## config.mk

```make
export PLATFORM = sky130hd
export DESIGN_NAME = stopwatch_controller_flat
export DESIGN_NICKNAME = d
export VERILOG_FILES = /design/src/rtl/stopwatch_controller_if.sv /design/src/rtl/stopwatch_controller.sv /design/src/flat_wrapper.sv
export SDC_FILE = /design/constraint.sdc
export NUM_CORES = 1
export LEC_CHECK = 0
export BUFFER_PORTS_ARGS = -buffer_cell sky130_fd_sc_hd__buf_2
export CAP_MARGIN = 15
export CORE_MARGIN = 2
export CORE_UTILIZATION = 53
export CTS_CLUSTER_DIAMETER = 200
export DETAILED_ROUTE_END_ITERATION = 10
export PLACE_DENSITY = 0.81
export SLEW_MARGIN = 20
export SYNTH_ARGS = -nofsm -noshare
export SYNTH_HDL_FRONTEND = slang
export SYNTH_SLANG_ARGS = --single-unit
```

## constraint.sdc

```tcl
create_clock -name SysClock -period 2.2 [get_ports SysClock]
set_clock_uncertainty 0.15 [all_clocks]
set_input_delay 0.22 -clock SysClock [delete_from_list [all_inputs] [get_ports SysClock]]
set_output_delay 0.22 -clock SysClock [all_outputs]
set_load 0.01 [all_outputs]
```

## src/rtl/stopwatch_controller_if.sv

```systemverilog
// Button, divider and display signals between the stopwatch controller and
// its surroundings. The master side drives button pulses and the divider tick.
interface stopwatch_controller_if;
    logic       StartStop;
    logic       Lap;
    logic       Clear;
    logic       Tick_100Hz;
    logic       DividerEnable;
    logic       DividerReset;
    logic [7:0] DisplayCS;
    logic [7:0] DisplaySec;
    logic [7:0] DisplayMin;
    logic       Running;
    logic       LapActive;
    logic       Overflow;

    modport master (
        output StartStop, Lap, Clear, Tick_100Hz,
        input  DividerEnable, DividerReset, DisplayCS, DisplaySec, DisplayMin,
               Running, LapActive, Overflow
    );

    modport slave (
        input  StartStop, Lap, Clear, Tick_100Hz,
        output DividerEnable, DividerReset, DisplayCS, DisplaySec, DisplayMin,
               Running, LapActive, Overflow
    );
endinterface

```

## src/rtl/stopwatch_controller.sv

```systemverilog
// Stopwatch sequencing controller: run/pause/lap/clear FSM, divider control,
// and a saturating BCD mm:ss.cc counter fed by the divider's 100 Hz output.
module stopwatch_controller #(
    parameter logic [7:0] MAX_MINUTES = 8'h59,  // BCD, 01..99
    parameter int         CLEAR_HOLD  = 2       // 1..15 cycles
) (
    input  logic                   SysClock,
    input  logic                   Reset,
    stopwatch_controller_if.slave  sw
);
    typedef enum logic [2:0] {
        IDLE,
        RUNNING,
        PAUSED,
        LAP,
        CLEARING
    } state_t;

    localparam logic [3:0] HOLD_LAST = 4'(CLEAR_HOLD - 1);

    state_t     state, state_nx;
    logic       clear_entry, lap_entry;
    logic [3:0] hold_cnt;
    logic       tick_hist, tick, enable;
    logic [7:0] cnt_cs, cnt_sec, cnt_min;
    logic [7:0] snap_cs, snap_sec, snap_min;
    logic [7:0] cs_nx, sec_nx, min_nx;
    logic       at_max, overflow;

    // State register
    always_ff @(posedge SysClock or posedge Reset) begin
        if (Reset) state <= IDLE;
        else       state <= state_nx;
    end

    // Next-state decode; priority Clear > StartStop > Lap among legal inputs
    always_comb begin
        state_nx    = state;
        clear_entry = 1'b0;
        lap_entry   = 1'b0;
        case (state)
            IDLE: begin
                if (sw.Clear) begin
                    state_nx    = CLEARING;
                    clear_entry = 1'b1;
                end else if (sw.StartStop) begin
                    state_nx = RUNNING;
                end
            end
            RUNNING: begin
                if (sw.StartStop) begin
                    state_nx = PAUSED;
                end else if (sw.Lap) begin
                    state_nx  = LAP;
                    lap_entry = 1'b1;
                end
            end
            LAP: begin
                if (sw.StartStop)  state_nx = PAUSED;
                else if (sw.Lap)   state_nx = RUNNING;
            end
            PAUSED: begin
                if (sw.Clear) begin
                    state_nx    = CLEARING;
                    clear_entry = 1'b1;
                end else if (sw.StartStop) begin
                    state_nx = RUNNING;
                end
            end
            CLEARING: begin
                if (hold_cnt == HOLD_LAST) state_nx = IDLE;
            end
            default: state_nx = IDLE;
        endcase
    end

    // Counts cycles spent in CLEARING so DividerReset lasts CLEAR_HOLD cycles
    always_ff @(posedge SysClock or posedge Reset) begin
        if (Reset)                  hold_cnt <= 4'd0;
        else if (clear_entry)       hold_cnt <= 4'd0;
        else if (state == CLEARING) hold_cnt <= hold_cnt + 4'd1;
    end

    assign enable = (state == RUNNING) || (state == LAP);

    // Tick history tracks the input in every state, so re-enabling while the
    // tick is already high cannot fake a rising edge
    always_ff @(posedge SysClock or posedge Reset) begin
        if (Reset) tick_hist <= 1'b0;
        else       tick_hist <= sw.Tick_100Hz;
    end

    assign tick = enable && !tick_hist && sw.Tick_100Hz;

    // BCD increment of mm:ss.cc with carries; at_max marks the saturation point
    always_comb begin
        cs_nx  = cnt_cs;
        sec_nx = cnt_sec;
        min_nx = cnt_min;
        at_max = (cnt_min == MAX_MINUTES) && (cnt_sec == 8'h59) && (cnt_cs == 8'h99);
        if (cnt_cs[3:0] != 4'd9) begin
            cs_nx[3:0] = cnt_cs[3:0] + 4'd1;
        end else if (cnt_cs[7:4] != 4'd9) begin
            cs_nx = {cnt_cs[7:4] + 4'd1, 4'd0};
        end else begin
            cs_nx = 8'h00;
            if (cnt_sec[3:0] != 4'd9) begin
                sec_nx[3:0] = cnt_sec[3:0] + 4'd1;
            end else if (cnt_sec[7:4] != 4'd5) begin
                sec_nx = {cnt_sec[7:4] + 4'd1, 4'd0};
            end else begin
                sec_nx = 8'h00;
                if (cnt_min[3:0] != 4'd9) min_nx[3:0] = cnt_min[3:0] + 4'd1;
                else                      min_nx = {cnt_min[7:4] + 4'd1, 4'd0};
            end
        end
    end

    // Live count, lap snapshot and sticky overflow; all zeroed on entering CLEARING
    always_ff @(posedge SysClock or posedge Reset) begin
        if (Reset) begin
            cnt_cs   <= 8'h00;
            cnt_sec  <= 8'h00;
            cnt_min  <= 8'h00;
            snap_cs  <= 8'h00;
            snap_sec <= 8'h00;
            snap_min <= 8'h00;
            overflow <= 1'b0;
        end else if (clear_entry) begin
            cnt_cs   <= 8'h00;
            cnt_sec  <= 8'h00;
            cnt_min  <= 8'h00;
            snap_cs  <= 8'h00;
            snap_sec <= 8'h00;
            snap_min <= 8'h00;
            overflow <= 1'b0;
        end else begin
            if (tick) begin
                if (at_max) begin
                    overflow <= 1'b1;
                end else begin
                    cnt_cs  <= cs_nx;
                    cnt_sec <= sec_nx;
                    cnt_min <= min_nx;
                end
            end
            // Snapshot takes the pre-tick value if a tick lands on the same edge
            if (lap_entry) begin
                snap_cs  <= cnt_cs;
                snap_sec <= cnt_sec;
                snap_min <= cnt_min;
            end
        end
    end

    assign sw.DividerEnable = enable;
    assign sw.DividerReset  = (state == CLEARING);
    assign sw.Running       = enable;
    assign sw.LapActive     = (state == LAP);
    assign sw.Overflow      = overflow;
    assign sw.DisplayCS     = (state == LAP) ? snap_cs  : cnt_cs;
    assign sw.DisplaySec    = (state == LAP) ? snap_sec : cnt_sec;
    assign sw.DisplayMin    = (state == LAP) ? snap_min : cnt_min;
endmodule

```

## src/flat_wrapper.sv

```systemverilog
// flat-port wrapper written by rule: the top's interface ports become plain ports
module stopwatch_controller_flat 
#(
    parameter logic [7:0] MAX_MINUTES = 8'h59,                
    parameter int         CLEAR_HOLD  = 2                      
)
  (SysClock, Reset, sw_StartStop, sw_Lap, sw_Clear, sw_Tick_100Hz, sw_DividerEnable, sw_DividerReset, sw_DisplayCS, sw_DisplaySec, sw_DisplayMin, sw_Running, sw_LapActive, sw_Overflow);
  stopwatch_controller_if sw_i ();
  input  logic SysClock;
  input  logic Reset;
  input wire logic [$bits(sw_i.StartStop)-1:0] sw_StartStop;
  input wire logic [$bits(sw_i.Lap)-1:0] sw_Lap;
  input wire logic [$bits(sw_i.Clear)-1:0] sw_Clear;
  input wire logic [$bits(sw_i.Tick_100Hz)-1:0] sw_Tick_100Hz;
  output wire logic [$bits(sw_i.DividerEnable)-1:0] sw_DividerEnable;
  output wire logic [$bits(sw_i.DividerReset)-1:0] sw_DividerReset;
  output wire logic [$bits(sw_i.DisplayCS)-1:0] sw_DisplayCS;
  output wire logic [$bits(sw_i.DisplaySec)-1:0] sw_DisplaySec;
  output wire logic [$bits(sw_i.DisplayMin)-1:0] sw_DisplayMin;
  output wire logic [$bits(sw_i.Running)-1:0] sw_Running;
  output wire logic [$bits(sw_i.LapActive)-1:0] sw_LapActive;
  output wire logic [$bits(sw_i.Overflow)-1:0] sw_Overflow;
  assign sw_i.StartStop = sw_StartStop;
  assign sw_i.Lap = sw_Lap;
  assign sw_i.Clear = sw_Clear;
  assign sw_i.Tick_100Hz = sw_Tick_100Hz;
  assign sw_DividerEnable = sw_i.DividerEnable;
  assign sw_DividerReset = sw_i.DividerReset;
  assign sw_DisplayCS = sw_i.DisplayCS;
  assign sw_DisplaySec = sw_i.DisplaySec;
  assign sw_DisplayMin = sw_i.DisplayMin;
  assign sw_Running = sw_i.Running;
  assign sw_LapActive = sw_i.LapActive;
  assign sw_Overflow = sw_i.Overflow;
  stopwatch_controller #(.MAX_MINUTES(MAX_MINUTES), .CLEAR_HOLD(CLEAR_HOLD)) u_core (.SysClock(SysClock), .Reset(Reset), .sw(sw_i));
endmodule
```

==> results of run 1 <==
[routing by layer]
layer  global-route usage  vias to the layer above  wire [um]
met1               0.3198                     1444       3694
met5                    0                        -          0
met2               0.4417                      112       4629
met4               0.1508                        0        308
li1                     -                     1389          -
met3              0.06067                       30        476
[registers in the layout, summed over array words and instances (netlist names)]
name,flops
u_core.cnt_cs,8
u_core.cnt_min,8
u_core.cnt_sec,8
u_core.snap_cs,8
u_core.snap_min,8
u_core.snap_sec,8
u_core.hold_cnt,4
u_core.state,3
u_core.sw.Overflow,1
u_core.tick_hist,1
[worst register-to-register path, delay by kind of cell (launching register included)]
kind                     cells  cell delay [ns]
adder cells (fa/ha/maj)      1             0.17
AO/OA/AOI/OAI                1             0.16
flip-flops                   1             0.36
buffers and inverters        1             0.09
AND/OR/NAND/NOR              4             1.22
[cells in the mapped netlist (2+ instances only)]
| cell type | number | area share |
|---|---|---|
| sky130_fd_sc_hd__nor2b_1 | 2 | 0.0040 |
| sky130_fd_sc_hd__nor3b_1 | 2 | 0.0048 |
| sky130_fd_sc_hd__nand4_1 | 5 | 0.010 |
| sky130_fd_sc_hd__clkbuf_1 | 16 | 0.019 |
| sky130_fd_sc_hd__mux2_2 | 18 | 0.065 |
| sky130_fd_sc_hd__nand3b_1 | 2 | 0.0048 |
| sky130_fd_sc_hd__ha_1 | 14 | 0.056 |
| sky130_fd_sc_hd__dfrtp_1 | 57 | 0.46 |
| sky130_fd_sc_hd__a31o_2 | 2 | 0.0056 |
| sky130_fd_sc_hd__or3_1 | 8 | 0.016 |
| sky130_fd_sc_hd__inv_1 | 10 | 0.012 |
| sky130_fd_sc_hd__nand2_1 | 71 | 0.086 |
| sky130_fd_sc_hd__a21oi_1 | 19 | 0.031 |
| sky130_fd_sc_hd__and3_1 | 4 | 0.0080 |
| sky130_fd_sc_hd__and3b_1 | 7 | 0.020 |
| sky130_fd_sc_hd__xnor2_1 | 2 | 0.0056 |
| sky130_fd_sc_hd__xor2_1 | 4 | 0.011 |
| sky130_fd_sc_hd__nand3_1 | 7 | 0.011 |
| sky130_fd_sc_hd__nor3_1 | 6 | 0.0096 |
| sky130_fd_sc_hd__nor2_1 | 23 | 0.028 |
| sky130_fd_sc_hd__and2_1 | 2 | 0.0040 |
| sky130_fd_sc_hd__o31ai_1 | 2 | 0.0048 |
| sky130_fd_sc_hd__or4_1 | 2 | 0.0048 |
| sky130_fd_sc_hd__o21ai_0 | 37 | 0.059 |
| sky130_fd_sc_hd__nor4_1 | 3 | 0.0060 |
[cell type report]
cell class | instances | area share
Timing Repair Buffer | 101 | 0.1908
Clock buffer | 12 | 0.03547
Multi-Input combinational cell | 259 | 0.4085
Tap cell | 72 | 0.02059
Sequential cell | 57 | 0.3261
Inverter | 10 | 0.009439
Clock inverter | 3 | 0.009153
[what timing repair did]
item,4_1_cts,5_1_grt
gates cloned,1,0
endpoints found under the setup margin,27,34
pin swaps,2,14
buffers inserted,7,14
resized for setup,14,69
endpoints found under the hold margin,58,0
hold buffers,2,0
[stage by stage]
stage / hold slack (ns) / setup WS [ns] / power [mW] / utilization
4_1_cts: 0.06638 / 0.004678 / 2.741 / 0.7108
3_5_place_dp: 0.1722 / -0.01224 / 1.708 / 0.6504
6_report: 0.06499 / -0.03881 / 2.812 / 0.7800
5_1_grt: 0.09003 / -0.1188 / 2.933 / 0.7800
3_3_place_gp: 0.1653 / 0.06629 / 1.691 / 0.6504
2_1_floorplan: 0.1014 / 0.007431 / 1.508 / -
[kinds of logic after synthesis]
group / share of synthesized area
AND/OR/NAND/NOR: 0.2373
AO/OA/AOI/OAI: 0.1285
flip-flops: 0.4576
buffers and inverters: 0.03533
multiplexers: 0.06824
adder cells (fa/ha/maj): 0.05620
XOR/XNOR: 0.01686
[where the power goes]
group	internal (mW)	switching [mW]	total, mW
clock	0.575	0.429	1.00
combinational	0.273	0.377	0.650
sequential	1.10	0.0527	1.16
total	1.95	0.859	2.81
[how the worst max path moves through the flow]
stage	startpoint	to	slack (ns)	cells after the start
2_1_floorplan	u_core.cnt_min[4]$_DFFE_PP0P_	u_core.cnt_sec[7]$_DFFE_PP0P_	0.007	7
3_3_place_gp	u_core.cnt_cs[1]$_DFFE_PP0P_	u_core.cnt_sec[7]$_DFFE_PP0P_	0.07	7
3_5_place_dp	u_core.cnt_cs[1]$_DFFE_PP0P_	u_core.cnt_sec[7]$_DFFE_PP0P_	-0.01	7
4_1_cts	u_core.state[0]$_DFFE_PP0P_	sw_DisplayCS[7]	0.005	6
5_1_grt	u_core.cnt_cs[1]$_DFFE_PP0P_	u_core.cnt_sec[2]$_DFFE_PP0P_	-0.12	7
6_report	u_core.cnt_min[5]$_DFFE_PP0P_	u_core.cnt_sec[7]$_DFFE_PP0P_	-0.04	7
[cell usage in the layout (no fill, tap or decap), drive strengths merged, types with 8 or more instances in the layout]
| cell | count |
|---|---|
| clkbuf | 12 |
| o21ai | 38 |
| or3 | 8 |
| buf | 99 |
| dfrtp | 57 |
| mux2 | 18 |
| nand2 | 72 |
| ha | 14 |
| a21oi | 19 |
| nor2 | 23 |
| inv | 9 |
==> run metrics, run 1 <==
run status=finished with violations; violations in the final reports=negative setup slack; pwr dens=642.8 mW/mm2; count of yosys warnings during synthesis=0; vias in the first global route=2,856; Mapped Area=0.003117 mm2; Final Slew Violations=0; Vias per Instance=5.788; final cell count without fillers=514; maximum clock frequency=446.7 MHz; Static Leakage=2.155 nW; Net Count, Synth=364; ratio of cells with drive above 1 in the final layout=0.3778; number of failing setup endpoints in the final timing report=5; final worst path period share=1.018; Worst Hold End=u_core.state[0]$_DFFE_PP0P_; Critical Path RT=2.33 ns; total area of sequential cells=0.001426 mm2; maximum fanout along the worst path=7; Slowest Stage Delay on Critical Path=0.43 ns; setup slack of the most critical reg-to-reg path=-0.04 ns; min-delay worst type=primary input to flip-flop; area of the die=0.006510 mm2; final critical path time including I/O delays and setup=2.239 ns; pin count of the biggest net entering global routing=49; worst rel slew slack=0.7031; ports placed on the boundary=35; hold_sp=sw_StartStop; root buffer selected by CTS=sky130_fd_sc_hd__clkbuf_8; cells on worst reg2reg path=7; slew of the pin with the lowest slew margin=0.4454 ns; cell total after placement=476; clock tree from TritonCTS=done; clock slew seen by the registers of the worst setup and hold paths=0.07 ns; length of the first detailed-routing pass in iterations=5; worst r2r dst=u_core.cnt_sec[7]$_DFFE_PP0P_; starting utilization of the core area=0.5558; Post-Synthesis Mean Instance Area=9.060 um2; GRT Total Usage=0.2672; H-tree levels=3; post-detail-place hpwl=5118 um; cell area after placement=0.003647 mm2; Final Cell Area=0.004374 mm2; Total Neg Setup Slack=-0.1196 ns; startpoint types=flip-flop; clock buffer count from CTS=9; clock latency reported for the late side of the worst-skew pair=0.36 ns; final-stage net count=458; total via count in the routed design=2,975; Final Wtd Congestion=0.8972; Multi-input gate area=0.001787 mm2; core area=0.005608 mm2; cell chain of the critical path=inv_1 -> ha_2 -> and3b_1 -> and3_4 -> or3_4 -> or4_4 -> a21oi_2; least setup slack across all paths after layout=-0.03881 ns; sequential area share after synthesis=0.4576; count of clock tree sinks=57; post-route antenna net violation count=0; maxcap violations=0; Area Growth Syn to Fin=40.35%; RSZ-0062 raised after global routing=true; Antenna Diode Count=0; share of synthesized registers carrying an async set or reset=1.000; fillcell total=344; Post-synth EDFFs=0; buffers plus inverters on the worst setup path=1; num rows=27; horizontal die dimension=80.69 um; Gate Count Post-Synth=344; initial antenna violation count=0; die height=80.69 um; average detailed-routed wire length per instance=17.72 um; critical path's slowest cell=sky130_fd_sc_hd__or3_4; Final Hold Vio Count=0; leading register cell type out of synthesis=sky130_fd_sc_hd__dfrtp_1; Post-route DRC=0; final wirelength=9108 um; number of flip-flops and latches in the synthesized netlist=57; largest delay contributor family on the critical path=simple AND/OR/NAND/NOR gates; Unique masters post-synth=44; maximum number of buffers from clock root to sink=2; Worst Hold Depth=3; first-pass GRT wire length=13,020 um; DRT iter0 DRCs=194; startpoint of the worst-slack reg-to-reg timing path=u_core.cnt_min[5]$_DFFE_PP0P_; signal arrival time at the worst endpoint=2.36 ns; Critical Path End Type=flip-flop; leftover overflow at the end of global routing=0; port buffer count=34; Crit Path Class=flip-flop to flip-flop; largest vdd supply drop=0.0006380 V
Power figures use the tool's default switching activity.
==> run 2: changes to the inputs <==
- HOLD_SLACK_MARGIN: not set -> 0.1
==> run 2 against run 1 <==
  * The run still ends with negative setup slack left
  * Hold slack improved by 0.066 ns
  * Die area did not move
  * Register-to-register slack barely moved
  * Clock-buffer cell count did not move
  * Utilization fell by 1.7 points
  * Cell count fell by 0.39%
  * Worst setup slack improved by 0.011 ns
  * Total power fell by 0.86%
  * Non-clock buffer count fell by 2
  * Global-route usage barely moved
  * Critical endpoint unchanged
  * Highest routed layer unchanged
==> run metrics, run 2 (same netlist as run 1, synthesis figures left out) <==
GRT Total Usage=0.2675; DRT iter0 DRCs=164; highest-count cells in the layout ignoring fill and taps=70 x sky130_fd_sc_hd__nand2_1, 57 x sky130_fd_sc_hd__dfrtp_1, 56 x sky130_fd_sc_hd__buf_4, 31 x sky130_fd_sc_hd__o21ai_0, 23 x sky130_fd_sc_hd__nor2_1; setup slack of the most critical reg-to-reg path=-0.03 ns; leftover overflow at the end of global routing=0; least setup slack across all paths after layout=-0.02746 ns; horizontal die dimension=80.69 um; worst setup path start=u_core.cnt_min[5]$_DFFE_PP0P_; Crit Path Class=flip-flop to flip-flop; worst r2r dst=u_core.cnt_sec[7]$_DFFE_PP0P_; maxcap violations=0; starting utilization of the core area=0.5558; Worst path depth=7; port buffer count=34; vias in the first global route=2,881; maximum fanout along the worst path=8; startpoint types=flip-flop; violations in the final reports=negative setup slack; Vias per Instance=5.732; clock tree from TritonCTS=done; Critical Path RT=2.32 ns; H-tree levels=3; area of the die=0.006510 mm2; critical path's slowest cell=sky130_fd_sc_hd__or4_4; fillcell total=373; maximum clock frequency=448.9 MHz; final worst path period share=1.012; cell chain of the critical path=inv_2 -> ha_2 -> and3b_1 -> and3_4 -> or3_4 -> or4_4 -> a21oi_2; startpoint of the worst-slack reg-to-reg timing path=u_core.cnt_min[5]$_DFFE_PP0P_; CP endpoint=u_core.cnt_sec[7]$_DFFE_PP0P_; RSZ-0062 raised after global routing=true; final-stage net count=456; num rows=27; met2 track demand over resource in global routing=0.4483; largest delay contributor family on the critical path=simple AND/OR/NAND/NOR gates; Area Growth Syn to Fin=37.25%; count of clock tree sinks=57; met1 demand-to-capacity share in global routing=0.3176; run status=finished with violations; Critical Path End Type=flip-flop; ratio of cells with drive above 1 in the final layout=0.3455; final critical path time including I/O delays and setup=2.227 ns; Total Neg Setup Slack=-0.04488 ns; Antenna Diode Count=0; largest vdd supply drop=0.0006493 V; slew of the pin with the lowest slew margin=0.4573 ns; Final Hold Vio Count=0; first-pass GRT wire length=13,020 um; Final Wtd Congestion=0.8972; Final Slew Violations=0; cells on worst reg2reg path=7; initial antenna violation count=0; die height=80.69 um; average detailed-routed wire length per instance=16.49 um; pwr dens=651.6 mW/mm2; signal arrival time at the worst endpoint=2.35 ns; final wirelength=8444 um; root buffer selected by CTS=sky130_fd_sc_hd__clkbuf_8; Slowest Stage Delay on Critical Path=0.50 ns; pin count of the biggest net entering global routing=49; maximum number of buffers from clock root to sink=2; pre-CTS WS=-0.01224 ns; Static Leakage=2.112 nW; Post-route DRC=0; min-delay worst type=primary input to flip-flop; clock latency reported for the late side of the worst-skew pair=0.35 ns; number of failing setup endpoints in the final timing report=2; core area=0.005608 mm2; length of the first detailed-routing pass in iterations=4; clock slew seen by the registers of the worst setup and hold paths=0.07 ns; worst hold slack across all endpoints=0.1305 ns; most frequent standard cell in the layout excluding fill and tap cells=sky130_fd_sc_hd__nand2_1; ports placed on the boundary=35; met3 Track Usage GR=0.05955; post-route antenna net violation count=0; total via count in the routed design=2,935; busiest grt layer=met2; worst rel slew slack=0.6923; buffers plus inverters on the worst setup path=1; post-detail-place hpwl=5118 um; clock buffer count from CTS=9
-- run 2: cell types whose count changed in the layout (fill, tap and decap cells not counted), sizes merged --
cell	before	now
buf	99	95
dlygate4sd3	2	4
-- run 2: how the worst min path moves through the flow --
stage / from / end / slack (ns) / cells past startpoint
6_report: sw_Clear / u_core.state[0]$_DFFE_PP0P_ / 0.13 / 4
3_5_place_dp: Reset / u_core.state[1]$_DFFE_PP0P_ / 0.17 / 3
4_1_cts: sw_Clear / u_core.state[0]$_DFFE_PP0P_ / 0.12 / 4
3_3_place_gp: Reset / u_core.state[1]$_DFFE_PP0P_ / 0.17 / 3
2_1_floorplan: sw_Tick_100Hz / u_core.tick_hist$_DFF_PP0_ / 0.10 / 0
5_1_grt: sw_Clear / u_core.state[0]$_DFFE_PP0P_ / 0.16 / 4
-- run 2: layout make-up --
cell class | count | area, um2 | share of cell area
Clock buffer | 12 | 155.1 | 0.03627
Clock inverter | 3 | 40.04 | 0.009359
Inverter | 10 | 41.29 | 0.009652
Multi-Input combinational cell | 259 | 1700 | 0.3975
Sequential cell | 57 | 1426 | 0.3334
Tap cell | 72 | 90.09 | 0.02106
Timing Repair Buffer | 99 | 824.5 | 0.1927
-- run 2: power breakdown --
group | leakage (nW) | switching [mW] | internal [mW] | total [mW]
Combinational | 1.22 | 0.364 | 0.276 | 0.640
Sequential | 0.787 | 0.0532 | 1.11 | 1.16
Clock | 0.102 | 0.415 | 0.575 | 0.989
-- run 2: metal layers --
metal  vias to the layer above  wire (um)  share of wire
li1                       1389          -              -
met1                      1422       3382           0.40
met2                        95       4359           0.52
met3                        29        425          0.050
met4                         0        276          0.033
met5                         -          0              0
-- run 2: metrics by stage --
step | util | instances | power (mW) | area [um2]
3_5_place_dp | 0.6504 | 476 | 1.708 | 3647
5_1_grt | 0.7628 | 512 | 2.923 | 4278
6_report | 0.7628 | 512 | 2.788 | 4278
3_3_place_gp | 0.6504 | 476 | 1.691 | 3647
4_1_cts | 0.7144 | 503 | 2.744 | 4006
2_1_floorplan | - | 344 | 1.508 | 3124
-- run 2: worst reg2reg max path: cells and delay by family, from the launching register on --
kind / cells / cell delay [ns]
AO/OA/AOI/OAI: 1 / 0.14
adder cells (fa/ha/maj): 1 / 0.16
buffers and inverters: 1 / 0.07
flip-flops: 1 / 0.38
AND/OR/NAND/NOR: 4 / 1.26
-- run 2: what timing repair did --
action                                 in CTS  in global routing
gates cloned                                1                  0
buffers inserted                            7                  9
pin swaps                                   2                  3
gates resized for setup                    14                 47
setup endpoints to repair                  27                 34
hold buffers                                4                  0
endpoints found under the hold margin      60                  0
